[src/rtl/rtc_tick_gen.sv]
// Programmable RTC square-wave generator for the CLINT rtc_i input.
// Divisor/enable changes are applied only at a period boundary, so rtc_o stays glitch-free.
module rtc_tick_gen #(
  parameter int unsigned DIV_WIDTH   = 16,
  parameter int unsigned DEFAULT_DIV = 2,
  parameter bit          RESET_EN    = 1'b1
) (
  input  logic                 clk_i,
  input  logic                 rst_i,
  input  logic                 cfg_valid_i,
  output logic                 cfg_ready_o,
  input  logic [DIV_WIDTH-1:0] cfg_div_i,
  input  logic                 cfg_en_i,
  output logic                 rtc_o,
  output logic                 tick_o,
  output logic [DIV_WIDTH-1:0] div_o,
  output logic                 running_o
);

  // ST_RESET holds every output quiet while rst_i is high; it is left on the first clean edge.
  typedef enum logic [1:0] {
    ST_RESET,
    ST_STOPPED,
    ST_RUNNING,
    ST_PENDING
  } state_e;

  localparam logic [DIV_WIDTH-1:0] MIN_DIV   = DIV_WIDTH'(2);
  localparam logic [DIV_WIDTH-1:0] RESET_DIV = (DEFAULT_DIV < 2) ? MIN_DIV : DIV_WIDTH'(DEFAULT_DIV);

  state_e               state_q, state_d;
  logic [DIV_WIDTH-1:0] cnt_q, cnt_d;
  logic [DIV_WIDTH-1:0] div_q, div_d;
  logic [DIV_WIDTH-1:0] sh_div_q, sh_div_d;
  logic                 sh_en_q, sh_en_d;

  logic [DIV_WIDTH-1:0] req_div;
  logic [DIV_WIDTH-1:0] half;
  logic                 last;
  logic                 accept;
  logic                 active;

  assign req_div = (cfg_div_i < MIN_DIV) ? MIN_DIV : cfg_div_i;
  assign last    = (cnt_q == div_q - DIV_WIDTH'(1));
  assign accept  = cfg_valid_i && cfg_ready_o;

  // NOTE: every variable gets its hold value first, so no branch can leave one unassigned and infer a latch.
  always_comb begin
    state_d  = state_q;
    cnt_d    = cnt_q;
    div_d    = div_q;
    sh_div_d = sh_div_q;
    sh_en_d  = sh_en_q;
    case (state_q)
      ST_RESET: begin
        cnt_d   = '0;
        state_d = RESET_EN ? ST_RUNNING : ST_STOPPED;
      end
      ST_STOPPED: begin
        cnt_d = '0;
        if (accept) begin
          div_d   = req_div;
          state_d = cfg_en_i ? ST_RUNNING : ST_STOPPED;
        end
      end
      ST_RUNNING: begin
        cnt_d = last ? '0 : cnt_q + DIV_WIDTH'(1);
        if (accept) begin
          if (last) begin
            div_d   = req_div;
            state_d = cfg_en_i ? ST_RUNNING : ST_STOPPED;
          end else begin
            sh_div_d = req_div;
            sh_en_d  = cfg_en_i;
            state_d  = ST_PENDING;
          end
        end
      end
      ST_PENDING: begin
        if (last) begin
          cnt_d   = '0;
          div_d   = sh_div_q;
          state_d = sh_en_q ? ST_RUNNING : ST_STOPPED;
        end else begin
          cnt_d = cnt_q + DIV_WIDTH'(1);
        end
      end
      default: state_d = ST_RESET;
    endcase
  end

  // NOTE: state registers use non-blocking assignment so all flops update from the same pre-edge values.
  always_ff @(posedge clk_i) begin
    if (rst_i) begin
      state_q  <= ST_RESET;
      cnt_q    <= '0;
      div_q    <= RESET_DIV;
      sh_div_q <= RESET_DIV;
      sh_en_q  <= 1'b0;
    end else begin
      state_q  <= state_d;
      cnt_q    <= cnt_d;
      div_q    <= div_d;
      sh_div_q <= sh_div_d;
      sh_en_q  <= sh_en_d;
    end
  end

  // High phase is ceil(N/2) cycles; written without N+1 so the largest divisor cannot overflow.
  assign half        = (div_q >> 1) + {{(DIV_WIDTH-1){1'b0}}, div_q[0]};
  assign active      = (state_q == ST_RUNNING) || (state_q == ST_PENDING);
  assign rtc_o       = active && (cnt_q < half);
  assign tick_o      = active && (cnt_q == '0);
  assign running_o   = active;
  assign cfg_ready_o = (state_q == ST_STOPPED) || (state_q == ST_RUNNING);
  assign div_o       = div_q;

endmodule
[config.mk]
export PLATFORM = sky130hd
export DESIGN_NAME = rtc_tick_gen
export DESIGN_NICKNAME = d
export VERILOG_FILES = /design/src/rtl/rtc_tick_gen.sv
export SDC_FILE = /design/constraint.sdc
export NUM_CORES = 1
export LEC_CHECK = 0
export CORE_MARGIN = 4
export CORE_UTILIZATION = 50
export CTS_BUF_LIST = sky130_fd_sc_hd__clkbuf_4
export CTS_CLUSTER_DIAMETER = 60
export CTS_CLUSTER_SIZE = 25
export DETAILED_ROUTE_END_ITERATION = 8
export GPL_TIMING_DRIVEN = 0
export PLACE_DENSITY = 0.72
export SYNTH_ARGS = -nofsm -noshare
export SYNTH_HDL_FRONTEND = slang
export SYNTH_SLANG_ARGS = --single-unit
[constraint.sdc]
create_clock -name clk_i -period 3.4 [get_ports clk_i]
set_clock_uncertainty 0.1 [all_clocks]
set_input_delay 0.68 -clock clk_i [delete_from_list [all_inputs] [get_ports clk_i]]
set_output_delay 0.68 -clock clk_i [all_outputs]
set_load 0.02 [all_outputs]
==> results.cfg <==
[sta]
rsz0062_at_grt = true
fin_crit_ns = 3.55
period_share = 1.05
holdWs_ns = 0.449
slew_headroom = 0.642
hold_viol_final = 0
tns_ns = -0.153
maxSlewViolCount = 0
fmax_mhz = 281
setup_slack_ns = -0.153
setup_violations = 1
worst_pin_slew_ns = 0.534

[synth]
synth_most_common_cell = dfxtp_1
yosys.area.top_type = dfxtp_1
synth_top_cells_by_count = dfxtp_1, nor2_1, nand3_1
ys_top_cells_by_area = dfxtp_1, ha_1, xnor2_1
synth_area_mm2 = 0.00374
synth_warnings = 0
synthArstFlopShare = 0
synth_ff_type = dfxtp_1
synth_seq_area_share = 0.273
ys_ff_latch = 51
synth_edf_count = 0
synthesis.nets = 500
yosysUniqueCellTypes = 54
synth.avg_cell_area_um2 = 8.21
synth.top_cell.area_share = 0.273
syn_inst = 456

[cells_and_area]
antennaDiodeCount = 0
stdcell_area_mm2 = 0.00460
nNetsFinal = 554
fillerInstances = 648
drive_above_1_share = 0.207
finish.utilization = 0.634
final_cells = 610
synthToLayoutAreaGrowth_pct = 22.9

[floorplan]
die_w_um = 94.5
core_area_mm2 = 0.00725
rows = 31
die_y_um = 94.5
io_pins = 40
start_util = 0.516
fp.dieArea_mm2 = 0.00893

[clock_network]
path_clk_slew_ns = 0.17
cts_made_buffers = 5
clockRootBuffer = clkbuf_4
cts.sinks = 51
clk-insertion-delay-late_ns = 0.39
htreeDepth = 2
cts_tree = done
clk_path_buf_depth = 2
cts.hold.buffers_added = 0

[power_and_ir_drop]
finalPower_mw = 3.46
ir_drop_v = 0.000401
pwr-share-seq = 0.261
combinationalPowerShare = 0.649
p_leak_nw = 1.82
p_clk_frac = 0.090
switching_share = 0.458
p_switching_mw = 1.59
cellInternalPower_mw = 1.88
cellPowerDensity_mw_per_mm2 = 753

[critical_path]
worstPathRequired_ns = 2.62
setup.worst_path.end_class = output port
cp_data_arrival_time_ns = 2.77
critPathKind = flop to output port
worstPathMaxFanout = 3
start_kind = flop

[drt]
drt-total-wl_mm = 9.54
drc = 0
wl_met2_mm = 4.66
wl_met1_mm = 4.15
drt-initial-drc-count = 250
num_vias = 3448
topRoutingLayerUsed = met4
viasPerCell = 5.65
ant_nets = 0
drtPass1Iterations = 4
routed-wl-met3_um = 494
wl_per_cell_um = 15.6

[min_path]
holdCritPathClass = flop to flop

[run_status]
status = finished with violations
violations = setup timing

[global_route]
grt_antenna_before_repair = 0
grt_max_degree = 18
globalRouteOverflowTotal = 0
track_usage = 0.217
grt_pass1_wl_mm = 15.4
grt_pass1_vias = 3294

[placed_design]
gp_congestion = 0.867
dpl_worst_slack_ns = -0.619
port_buffers = 39
placed_cells = 594
dp_hpwl_mm = 7.13
placed_area_mm2 = 0.00426

[flow_run]
drv_cap = 0
[worst max-delay path, cell delays in order (launching register included)]
cell       delay, ns
dfxtp_4         0.39
ha_4            0.17
ha_4            0.25
inv_2           0.04
ha_4            0.22
a21o_1          0.17
a21o_1          0.15
a21o_1          0.15
a21o_1          0.20
a2111oi_4       0.28
o221a_2         0.24
buf_6           0.11
[metal layers]
metal | global-route usage | vias up
met5 | 0 | -
met4 | 0.0733 | 0
met3 | 0.0303 | 23
met2 | 0.391 | 109
met1 | 0.262 | 1579
li1 | - | 1737
[cells by family after synthesis]
kind of cell / count (synthesis) / synth area share
AND/OR/NAND/NOR: 167 / 0.236
buffers and inverters: 56 / 0.0705
adder cells (fa/ha/maj): 24 / 0.0802
AO/OA/AOI/OAI: 97 / 0.192
multiplexers: 16 / 0.0428
flip-flops: 51 / 0.273
XOR/XNOR: 45 / 0.105
[what timing repair did]
action / 4_1_cts / 5_1_grt
gates resized for setup: 46 / 21
endpoints found under the setup margin: 11 / 37
pin swaps: 12 / 7
setup buffers: 7 / 6
[final cells by class]
cell class / count / area [µm²] / share of cell area
Buffer: 33 / 209 / 0.0454
Clock buffer: 5 / 37.5 / 0.00816
Clock inverter: 3 / 22.5 / 0.00490
Inverter: 18 / 67.6 / 0.0147
Multi-Input combinational cell: 349 / 2600 / 0.566
Sequential cell: 51 / 1040 / 0.227
Tap cell: 99 / 124 / 0.0269
Timing Repair Buffer: 52 / 492 / 0.107
[cell usage in the layout (no fill, tap or decap), types with 12 or more instances in the layout]
master | Yosys | layout
a21bo_2 | 15 | 15
a21oi_1 | 27 | 27
buf_4 | 1 | 16
clkbuf_1 | 17 | 12
clkdlybuf4s50_1 | 0 | 37
dfxtp_1 | 51 | 41
ha_1 | 24 | 21
inv_1 | 17 | 15
mux2i_1 | 16 | 16
nand2_1 | 27 | 25
nand3_1 | 33 | 28
nand4_1 | 15 | 15
nor2_1 | 34 | 32
o211ai_1 | 14 | 14
or2_2 | 15 | 15
xnor2_1 | 23 | 23
xor2_1 | 22 | 22
[state kept, by name (all words and copies together) (netlist names)]
name,count
state_q,2
cnt_q,16
sh_en_q,1
div_o,16
sh_div_q,16
[worst paths after layout]
check	to	slack, ns	start	cells after the start
setup reg to reg	state_q[0]	0.15	div_o[0]	13
hold reg to reg	cnt_q[0]	0.45	cnt_q[0]	1
setup / recovery	rtc_o	-0.15	div_o[1]	11
hold / removal	cnt_q[0]	0.45	cnt_q[0]	1
[power by group through the flow]
stage	Clock, mW	Combinational (mW)	Sequential (mW)
global placement	0	2.03	0.834
floorplan	0	1.40	0.903
finish	0.310	2.25	0.904
detailed placement	0	2.06	0.837
CTS	0.316	2.18	0.877
global route	0.341	2.42	0.926
Note: power is estimated with default switching activity, not from simulation.
